### config.mk
export PLATFORM = sky130hd
export DESIGN_NAME = fetch_unit
export DESIGN_NICKNAME = d
export VERILOG_FILES = /design/src/rtl/fetch_unit.sv
export SDC_FILE = /design/constraint.sdc
export NUM_CORES = 1
export LEC_CHECK = 0
export CORE_MARGIN = 2
export CORE_UTILIZATION = 48
export DETAILED_ROUTE_END_ITERATION = 7
export GPL_ROUTABILITY_DRIVEN = 0
export GPL_TIMING_DRIVEN = 0
export PLACE_DENSITY = 0.75
export SLEW_MARGIN = 20
export SYNTH_ARGS = -nofsm -noshare
export SYNTH_HDL_FRONTEND = slang
export SYNTH_SLANG_ARGS = --single-unit
### constraint.sdc
create_clock -name clk -period 2.1 [get_ports clk]
set_input_delay 0.42 -clock clk [delete_from_list [all_inputs] [get_ports clk]]
set_output_delay 0.42 -clock clk [all_outputs]
set_load 0.02 [all_outputs]
### src/rtl/fetch_unit.sv
// Byte-serial instruction fetch: assembles big-endian 32-bit words plus an
// optional 64-bit immediate and hands them to decode over valid/ready.
module fetch_unit #(
  parameter int unsigned           ADDR_WIDTH = 16,
  parameter logic [ADDR_WIDTH-1:0] RESET_PC   = '0,
  parameter logic [15:0]           IMM_OP_MIN = 16'h0100
) (
  input  logic                  clk,
  input  logic                  reset,
  output logic [ADDR_WIDTH-1:0] imem_addr,
  input  logic [7:0]            imem_rdata,
  input  logic                  redirect_valid,
  input  logic [ADDR_WIDTH-1:0] redirect_pc,
  output logic                  out_valid,
  input  logic                  out_ready,
  output logic [31:0]           out_instr,
  output logic                  out_has_imm,
  output logic [63:0]           out_imm,
  output logic [ADDR_WIDTH-1:0] out_pc
);
  typedef enum logic [1:0] {S_INSN, S_IMM, S_HOLD} state_e;

  localparam logic [ADDR_WIDTH-1:0] ALIGN_MASK  = {{(ADDR_WIDTH-2){1'b1}}, 2'b00};
  localparam logic [ADDR_WIDTH-1:0] PC_ONE      = {{(ADDR_WIDTH-1){1'b0}}, 1'b1};
  localparam logic [ADDR_WIDTH-1:0] RESET_PC_AL = RESET_PC & ALIGN_MASK;

  state_e                state_q, state_d;
  logic [ADDR_WIDTH-1:0] pc_q, pc_d, insn_pc_q, insn_pc_d;
  logic [2:0]            cnt_q, cnt_d;
  logic [31:0]           instr_q, instr_d;
  // Only 7 immediate bytes are buffered; the 8th goes straight to out_imm.
  logic [55:0]           imm_q, imm_d;
  logic                  out_valid_q, out_valid_d, out_has_imm_q, out_has_imm_d;
  logic [31:0]           out_instr_q, out_instr_d;
  logic [63:0]           out_imm_q, out_imm_d;
  logic [ADDR_WIDTH-1:0] out_pc_q, out_pc_d;

  logic [ADDR_WIDTH-1:0] pc_inc;
  logic [31:0]           instr_shift;
  logic [63:0]           imm_shift;

  assign pc_inc      = pc_q + PC_ONE;
  assign instr_shift = {instr_q[23:0], imem_rdata};
  assign imm_shift   = {imm_q, imem_rdata};

  assign imem_addr   = pc_q;
  assign out_valid   = out_valid_q;
  assign out_instr   = out_instr_q;
  assign out_has_imm = out_has_imm_q;
  assign out_imm     = out_imm_q;
  assign out_pc      = out_pc_q;

  always_comb begin
    state_d       = state_q;
    pc_d          = pc_q;
    insn_pc_d     = insn_pc_q;
    cnt_d         = cnt_q;
    instr_d       = instr_q;
    imm_d         = imm_q;
    out_valid_d   = out_valid_q;
    out_instr_d   = out_instr_q;
    out_has_imm_d = out_has_imm_q;
    out_imm_d     = out_imm_q;
    out_pc_d      = out_pc_q;
    if (redirect_valid) begin
      // A held bundle with out_ready=1 on this edge is already consumed by decode.
      pc_d          = redirect_pc & ALIGN_MASK;
      insn_pc_d     = redirect_pc & ALIGN_MASK;
      state_d       = S_INSN;
      cnt_d         = 3'd0;
      imm_d         = '0;
      out_valid_d   = 1'b0;
      out_has_imm_d = 1'b0;
      out_imm_d     = '0;
    end else begin
      unique case (state_q)
        S_INSN: begin
          instr_d = instr_shift;
          pc_d    = pc_inc;
          cnt_d   = cnt_q + 3'd1;
          if (cnt_q == 3'd3) begin
            cnt_d = 3'd0;
            if (instr_shift[31:16] >= IMM_OP_MIN) begin
              state_d = S_IMM;
            end else begin
              state_d       = S_HOLD;
              out_valid_d   = 1'b1;
              out_instr_d   = instr_shift;
              out_has_imm_d = 1'b0;
              out_imm_d     = '0;
              out_pc_d      = insn_pc_q;
            end
          end
        end
        S_IMM: begin
          imm_d = imm_shift[55:0];
          pc_d  = pc_inc;
          cnt_d = cnt_q + 3'd1;
          if (cnt_q == 3'd7) begin
            state_d       = S_HOLD;
            cnt_d         = 3'd0;
            out_valid_d   = 1'b1;
            out_instr_d   = instr_q;
            out_has_imm_d = 1'b1;
            out_imm_d     = imm_shift;
            out_pc_d      = insn_pc_q;
          end
        end
        S_HOLD: begin
          // Handshake edge doubles as byte 0 of the next instruction: no bubble.
          if (out_ready) begin
            state_d     = S_INSN;
            out_valid_d = 1'b0;
            instr_d     = instr_shift;
            pc_d        = pc_inc;
            insn_pc_d   = pc_q;
            cnt_d       = 3'd1;
          end
        end
        default: state_d = S_INSN;
      endcase
    end
  end

  always_ff @(posedge clk or negedge reset) begin
    if (!reset) begin
      state_q       <= S_INSN;
      pc_q          <= RESET_PC_AL;
      insn_pc_q     <= RESET_PC_AL;
      cnt_q         <= 3'd0;
      instr_q       <= '0;
      imm_q         <= '0;
      out_valid_q   <= 1'b0;
      out_instr_q   <= '0;
      out_has_imm_q <= 1'b0;
      out_imm_q     <= '0;
      out_pc_q      <= RESET_PC_AL;
    end else begin
      state_q       <= state_d;
      pc_q          <= pc_d;
      insn_pc_q     <= insn_pc_d;
      cnt_q         <= cnt_d;
      instr_q       <= instr_d;
      imm_q         <= imm_d;
      out_valid_q   <= out_valid_d;
      out_instr_q   <= out_instr_d;
      out_has_imm_q <= out_has_imm_d;
      out_imm_q     <= out_imm_d;
      out_pc_q      <= out_pc_d;
    end
  end
endmodule
# Yosys cells after proc, flatten, opt, wreduce, memory -nomap -nowiden
# Index checks and enable logic that the tools add are counted.
[classes]
order_cmp = 1
n_addsub = 2
bitwise_logic = 1
reduce_logical = 18
muxes = 44
eq_ne = 12
[op_table]
columns = ["cell", "count"]
rows = [
  ["64-bit 2-to-1 mux", 4],
  ["16-bit 2-to-1 mux", 8],
  ["32-bit 2-to-1 mux", 4],
  ["32-bit case mux with 2 select lines", 2],
  ["64-bit case mux with 2 select lines", 1],
  ["56-bit 2-to-1 mux", 2],
  ["16-bit case mux with 2 select lines", 2],
  ["16-bit by 1-bit adder with 16-bit output, second input constant", 1],
  ["16-bit by 9-bit greater-or-equal comparator with 1-bit output, second input constant", 1],
  ["3-bit 2-to-1 mux", 4],
  ["3-bit != test, second input constant", 4],
  ["2-bit 2-to-1 mux", 5],
  ["5-bit AND reduction", 2],
  ["2-bit nonzero test", 5],
  ["3-bit case mux with 3 select lines", 1],
  ["1-bit 2-to-1 mux", 8],
  ["2-bit != test, second input constant", 4],
  ["2-bit case mux with 3 select lines", 1],
  ["2-bit AND reduction", 3],
  ["3-bit AND reduction", 2],
  ["3-bit nonzero test", 2],
  ["4-bit AND reduction", 1],
  ["4-bit nonzero test", 1],
  ["3-bit by 1-bit adder with 3-bit output, second input constant", 1],
  ["9 further kinds", 9],
]
[word_totals]
inputBits = 28
out_inout_bits = 130
reg_bits = 239

# Logic depth before layout (Yosys ltp)
# Gate-level depths: netlist (run 1).
[depth]
ltp_word = 5
mapped_depth = 9
mapped_depth_nobuf = 6

# Worst setup path after synthesis (run 1)
# No wires, ideal clock.
[synth_path]
path_type = "flip-flop to flip-flop"
from = "reg cnt_q[0]"
to = "reg out_instr_q[11], in the netlist out_instr[11]"
setup_time_ps = 125
n_path_buf = 2
t_required_ps = 1975
stages_incl_launch_ff = 9
path_slack_ps = -192
arrival_ps = 2167
path_cell_list = "dfrtp_1 ha_1 ha_1 nand2b_1 o211a_1 nand3_1 clkbuf_1 buf_2 mux2_2"
[synth_via]
elab_chain_cells = 3
elab_cells_between_ends = 5
[synth_rtl]
columns = ["item", "line_no", "rtl"]
rows = [
  ["start: declaration", "29", "logic [2:0] cnt_q, cnt_d;"],
  ["start signal: assignment", "142", "cnt_q <= cnt_d;"],
  ["3-bit equality test or 3-bit by 2-bit equality test with 1-bit output (tied branches)", "99, 81", ""],
  ["2-bit != test (no line)", "--", ""],
  ["5-bit AND reduction (no line) *", "--", ""],
  ["end signal: assignment", "146", "out_instr_q <= out_instr_d;"],
  ["end: declaration", "34", "logic [31:0] out_instr_q, out_instr_d;"],
]
# Every way passes the cells marked *; elsewhere a longest branch is shown, timed or not.
# A chain may end at the register's enable or synchronous reset.

# Final worst setup path (run 1)
[layout_path]
from = "reg state_q[0]"
to = "reg pc_q[10], in the netlist imem_addr[10]"
[layout_via]
elab_chain_cells = 4
elab_cells_between_ends = 9
[layout_rtl]
columns = ["item", "line_no", "rtl"]
rows = [
  ["start: declaration", "27", "state_e state_q, state_d;"],
  ["start signal: assignment", "139", "state_q <= state_d;"],
  ["2-bit by 1-bit equality test with 1-bit output or 2-bit logical NOT (tied branches)", "76", "unique case (state_q)"],
  ["2-bit OR reduction (no line)", "--", ""],
  ["16-bit case mux with 2 select lines or 3-bit nonzero test (tied branches)", "--", ""],
  ["16-bit 2-to-1 mux or 2-bit AND reduction (tied branches)", "--", ""],
  ["end signal: assignment", "140", "pc_q <= pc_d;"],
  ["end: declaration", "28", "logic [ADDR_WIDTH-1:0] pc_q, pc_d, insn_pc_q, insn_pc_d;"],
]
# Several ways; a longest one is shown, not always the timed one.

==> results of run 1 <==
repair_timing:
| action | in CTS | in global routing |
|---|---|---|
| endpoints found under the setup margin | 219 | 178 |
| buffers inserted | 13 | 12 |
| gates resized for setup | 65 | 85 |
| endpoints found under the hold margin | 57 | 0 |
| hold buffers | 1 | 0 |
| pin swaps | 10 | 20 |
| cloned | 1 | 0 |
worst max-delay path, delay by kind of cell (launching register included):
kind	cells	cell delay, ns
buf+inv	2	0.28
fa+ha+maj	1	0.20
flops	1	0.41
simple gates	3	1.04
compound gates	1	0.16
cell type report:
cell class | instances | area, sq um | area share
flip-flops and latches | 239 | 5980 | 0.435
inverters | 8 | 30.0 | 0.00218
plain buffers | 76 | 487 | 0.0354
well taps | 275 | 344 | 0.0250
multi-input cells | 575 | 4280 | 0.311
repair buffers | 182 | 1810 | 0.131
clock buffers | 35 | 736 | 0.0535
clock inverters | 4 | 95.1 | 0.00691
report_power, final:
group / total, mW / leakage (nW) / switching [mW] / internal (mW)
Sequential: 6.09 / 3.14 / 0.680 / 5.41
Combinational: 6.21 / 2.34 / 3.29 / 2.92
Clock: 4.51 / 0.407 / 1.73 / 2.78
Total: 16.8 / 5.88 / 5.70 / 11.1
cell usage after synthesis, drive strengths merged (2+ instances only):
library cell / number
nand4: 66
xnor2: 3
nand2: 9
ha: 8
clkbuf: 59
o21ai: 70
or4: 6
xor2: 2
a31oi: 10
mux2: 112
nor4: 4
nand3: 14
and3: 3
o31ai: 6
a21oi: 90
nor2: 76
nand2b: 3
buf: 19
a211oi: 2
dfrtp: 239
o211a: 2
or3: 6
mux2i: 72
inv: 7
registers in the layout (all words and copies together), names as in the netlist:
register,flops
out_imm,64
state_q,2
out_has_imm,1
out_valid,1
out_instr,32
cnt_q,3
imem_addr,16
insn_pc_q,16
out_pc,16
imm_q,56
instr_q,32
path summary, 6_finish.rpt:
path | to | slack (ns) | depth (start not counted)
max | imem_addr[10]$_DFFE_PN0P_ | -0.07 | 7
min | out_pc[12]$_DFFE_PN0P_ | 0.44 | 2
min in group clk | instr_q[24]$_DFFE_PN0P_ | 0.50 | 1
min reg2reg | instr_q[24]$_DFFE_PN0P_ | 0.50 | 1
max reg2reg | imem_addr[10]$_DFFE_PN0P_ | -0.07 | 7
max in group asynchronous | imm_q[23]$_DFFE_PN0N_ | 0.81 | 3
metrics by stage:
step | total power [mW] | setup WS, ns | std cells | setup TNS (ns)
6_report | 16.8 | -0.0726 | 1394 | -0.183
5_1_grt | 17.6 | -0.149 | 1394 | -1.95
4_1_cts | 16.5 | -0.0620 | 1383 | -1.21
3_5_place_dp | 11.6 | -0.534 | 1331 | -89.39
3_3_place_gp | 11.4 | -9.55 | 1329 | -2358.63
2_1_floorplan | 9.49 | -0.0646 | 900 | -0.157
metal layers:
metal / vias to the layer above / part of all wire / global-route usage
met2: 273 / 0.48 / 0.375
met4: 0 / 0.014 / 0.0500
met3: 36 / 0.060 / 0.0371
li1: 3685 / - / -
met5: - / 0 / 0
met1: 3988 / 0.44 / 0.336
cell families (layout without fill, tap and decap cells):
group,after synthesis,count (layout),share of synthesized area
multiplexers,184,184,0.190
buffers and inverters,86,305,0.0330
AND/OR/NAND/NOR,192,192,0.0949
adder cells (fa/ha/maj),8,8,0.00959
XOR/XNOR,5,5,0.00420
flip-flops,239,239,0.573
AO/OA/AOI/OAI,186,186,0.0954
==> out/metrics.csv, run 1 <==
metric,value,unit
fin. max-slew vios,0,
Die Wd,151,microns
global route overflow,0,
Layout Utilization,0.650,
syn nets,936,
Critical Path Sink Type,register,
HPWL after detailed placement,18000,microns
ys flop type,dfrtp_1,
ANT cells,0,
number of global-route vias before repair,7864,
clk_lat worst skew,0.52,ns
root buffer cell,clkbuf_16,
Max IR drop VDD,0.000744,V
Crit path required time,2.54,ns
CTS tree,yes,
clock sink count,239,
RSZ-0062 raised after global routing,yes,
share of Yosys cell area claimed by the top area cell type,0.573,
Worst Path Max Fanout,8,
DP Area,12400,sq um
CTS buffer count,26,
number of remaining DRC errors,0,
"most common cell after layout, fill and taps aside",dfrtp_1,
top post-synthesis cells by area,"dfrtp_1 57%, mux2_2 12%, mux2i_1 6.9%, a21oi_1 4.3%, nand4_1 4.0%",
Max Cap Viol,0,
number of synthesized flops with an enable pin,0,
"commonest cells after routing, fill and taps aside","238 x dfrtp_1, 149 x clkdlybuf4s50_1, 112 x mux2_2",
async set-reset flop share out of synthesis,1.00,
Starting Density,0.493,
Chip Height,151,microns
largest net degree at the start of global routing,99,
synth unique cells,38,
initial DRC count,581,
IO Count,158,
# rows,53,
Yosys reg bits,239,
first-pass GRT wire length,42200,microns
crit path from,state_q[0]$_DFFE_PN0P_,
Power Dens Cells,1220,nW/um^2
setup violators final,5,
Total Wirelength,27000,microns
Via Count,7982,
fillers,1636,
Fin. Hold Viols,0,
fmax,460,MHz
Die Area,22900,sq um
fin crit share,1.03,
Final Cell Area,13800,sq um
violated checks,setup timing,
Via-to-Cell Ratio,5.73,
worst min path class,input pin to asynchronous set/reset pin,
TritonRoute pass-1 iters,5,
Period minus WS final,2.17,ns
Cells after Synth,900,
reg-to-reg startpoint,state_q[0]$_DFFE_PN0P_,
Max Buffers Root-to-Sink,3,
cell area after synthesis,10400,sq um
final setup margin,-0.0726,ns
post-route ant nets,0,
syn_area_per_cell,11.6,sq um
crit start category,register,
Setup CP Type,register to register,
outcome,finished with violations,
Slew HR,0.584,
"Reg clk slew, reported paths",0.06,ns
H-tree levels,1,
Worst path max stage delay,0.51,ns
share of layout cells above drive strength 1,0.225,
area grow syn2layout,31.8,%
Leak,5.88,nW
"Cell Chain, Critical Path",inv_2 > ha_4 > nor3_4 > or4b_1 > buf_6 > or4_1 > a31oi_1,
Critical Path AT,2.61,ns
worst-margin pin slew,0.624,ns
final net count,1144,
YS warnings,0,
CORE AREA,21200,sq um
WHS,0.438,ns
Critical-path top delay cell,or4b_1,
"Seq/Total Area, Yosys",0.573,
clock skew,0.0171,ns
total track usage,0.233,
PortBufs,154,
WL/cell,19.4,microns
Synth area leader,dfrtp_1,
antenna violations before repair,0,
(Power assumes the default switching activity.)
==> run 2, diff against run 1 <==
- GPL_ROUTABILITY_DRIVEN: 0 -> not set
==> results of run 2 <==
Final layout, timing and power as in run 1 (identical DEF).
==> run 3, diff against run 2 <==
==> constraint.sdc (replaced) <==
create_clock -name clk -period 2.1 [get_ports clk]
set_input_delay 0.42 -clock clk [delete_from_list [all_inputs] [get_ports clk]]
set_output_delay 0.42 -clock clk [all_outputs]
set_load 0.005 [all_outputs]
==> out/metrics.csv, run 3 (same netlist as run 1, synthesis figures left out) <==
metric,value,unit,change
CTS tree,yes,,
HPWL after detailed placement,18000,microns,unchanged
crit start category,register,,
worst min path class,input pin to asynchronous set/reset pin,,
# rows,53,,unchanged
"commonest cells after routing, fill and taps aside","239 x dfrtp_1, 153 x clkdlybuf4s50_1, 112 x mux2_2",,
antenna violations before repair,0,,unchanged
post-route ant nets,0,,unchanged
fin crit share,1.03,,about the same
WHS,0.434,ns,-0.00370 ns
worst-margin pin slew,0.644,ns,+0.0199 ns
Die Wd,151,microns,unchanged
ANT cells,0,,unchanged
Slew HR,0.571,,-0.0133
global placer's final weighted congestion,0.791,,
Via-to-Cell Ratio,5.72,,about the same
Max Buffers Root-to-Sink,3,,unchanged
initial DRC count,546,,-6.0%
Fin. Hold Viols,0,,unchanged
crit path from,state_q[1]$_DFFE_PN0P_,,
Crit path required time,2.54,ns,about the same
Chip Height,151,microns,unchanged
final net count,1144,,unchanged
clock sink count,239,,unchanged
Worst Path Max Fanout,8,,unchanged
Power Dens Cells,1190,nW/um^2,-2.8%
outcome,finished with violations,,
Max IR drop VDD,0.000648,V,-13%
clock skew,0.0179,ns,+0.000826 ns
"most common cell after layout, fill and taps aside",dfrtp_1,,
Period minus WS final,2.17,ns,-0.00217 ns
TritonRoute pass-1 iters,5,,unchanged
max FFs per register,64,,unchanged
setup slack at placement,-0.534,ns,unchanged
Final Cell Area,13700,sq um,about the same
PortBufs,154,,unchanged
Critical Path Sink Type,register,,
FF-to-FF End,imem_addr[10]$_DFFE_PN0P_,,
fin cells,1394,,unchanged
global route overflow,0,,unchanged
number of remaining DRC errors,0,,unchanged
Leak,5.84,nW,-0.73%
Setup CP Type,register to register,,
placed cells,1331,,unchanged
Starting Density,0.493,,unchanged
flop2flop setup slack,-0.07,ns,about the same
first-pass GRT wire length,42200,microns,unchanged
Critical Path AT,2.61,ns,about the same
total track usage,0.233,,unchanged
CORE AREA,21200,sq um,unchanged
CTS buffer count,26,,unchanged
RSZ-0062 raised after global routing,yes,,
CP endpoint,imem_addr[10]$_DFFE_PN0P_,,
"Reg clk slew, reported paths",0.06,ns,about the same
overall power after layout,16.3,mW,-2.9%
violated checks,setup timing,,
share of layout cells above drive strength 1,0.224,,-0.000894
fmax,461,MHz,about the same
Reg2Reg Depth,7,,unchanged
setup violators final,4,,-1
number of global-route vias before repair,7864,,unchanged
final setup margin,-0.0704,ns,+0.00217 ns
largest net degree at the start of global routing,99,,unchanged
Die Area,22900,sq um,unchanged
IO Count,158,,unchanged
root buffer cell,clkbuf_16,,
clk_lat worst skew,0.52,ns,about the same
Via Count,7977,,-0.063%
Max Cap Viol,0,,unchanged
fillers,1638,,+0.12%
area grow syn2layout,31.7,%,about the same
reg-to-reg startpoint,state_q[1]$_DFFE_PN0P_,,
Total Wirelength,27000,microns,about the same
H-tree levels,1,,unchanged
WL/cell,19.3,microns,about the same
fin. max-slew vios,0,,unchanged
DP Area,12400,sq um,unchanged
==> run 3: critical path, stage by stage (launching register included) <==
cell,delay [ns]
dfrtp_1,0.43
inv_2,0.13
ha_4,0.18
nor3_4,0.06
or4b_1,0.51
buf_6,0.15
or4_1,0.46
a31oi_1,0.16
==> run 3: what timing repair did <==
item | in CTS | in global routing
setup buffers | 13 | 12
hold buffers | 1 | 0
resized for setup | 65 | 82
endpoints found under the setup margin | 219 | 172
gates cloned | 1 | 0
pin swaps | 10 | 20
endpoints found under the hold margin | 57 | 0
==> run 3: area by class of cell <==
cell class / count / area (sq um) / share of cell area
well taps: 275 / 344 / 0.0250
plain buffers: 76 / 487 / 0.0354
inverters: 8 / 30.0 / 0.00218
repair buffers: 182 / 1800 / 0.131
multi-input cells: 575 / 4280 / 0.311
clock buffers: 35 / 736 / 0.0535
flip-flops and latches: 239 / 5980 / 0.435
clock inverters: 4 / 95.1 / 0.00692
==> run 3: how the worst min path moves through the flow <==
| stage | endpoint | slack, ns | depth (start not counted) |
|---|---|---|---|
| 2_1_floorplan | cnt_q[0]$_DFFE_PN0P_ | 0.12 | 0 |
| 3_3_place_gp | instr_q[28]$_DFFE_PN0P_ | 0.48 | 1 |
| 3_5_place_dp | out_pc[11]$_DFFE_PN0P_ | 0.39 | 1 |
| 4_1_cts | out_pc[10]$_DFFE_PN0P_ | 0.45 | 2 |
| 5_1_grt | insn_pc_q[10]$_DFFE_PN0P_ | 0.47 | 2 |
| 6_report | out_pc[12]$_DFFE_PN0P_ | 0.43 | 2 |
==> run 3: metal layers <==
| layer | routed length, microns | vias to the layer above | global-route usage |
|---|---|---|---|
| li1 | - | 3686 | - |
| met1 | 11900 | 3997 | 0.336 |
| met5 | 0 | - | 0 |
| met4 | 401 | 0 | 0.0500 |
| met2 | 13000 | 260 | 0.375 |
| met3 | 1630 | 34 | 0.0371 |
==> run 3: where the power goes <==
part / internal, mW / switching (mW)
logic: 2.91 / 2.82
registers: 5.41 / 0.679
clock network: 2.78 / 1.73
==> run 3: stage by stage <==
step | utilization | setup TNS [ns]
2_1_floorplan | - | -0.157
3_3_place_gp | 0.584 | -2358.63
3_5_place_dp | 0.587 | -89.39
4_1_cts | 0.640 | -1.21
5_1_grt | 0.650 | -1.58
6_report | 0.650 | -0.152
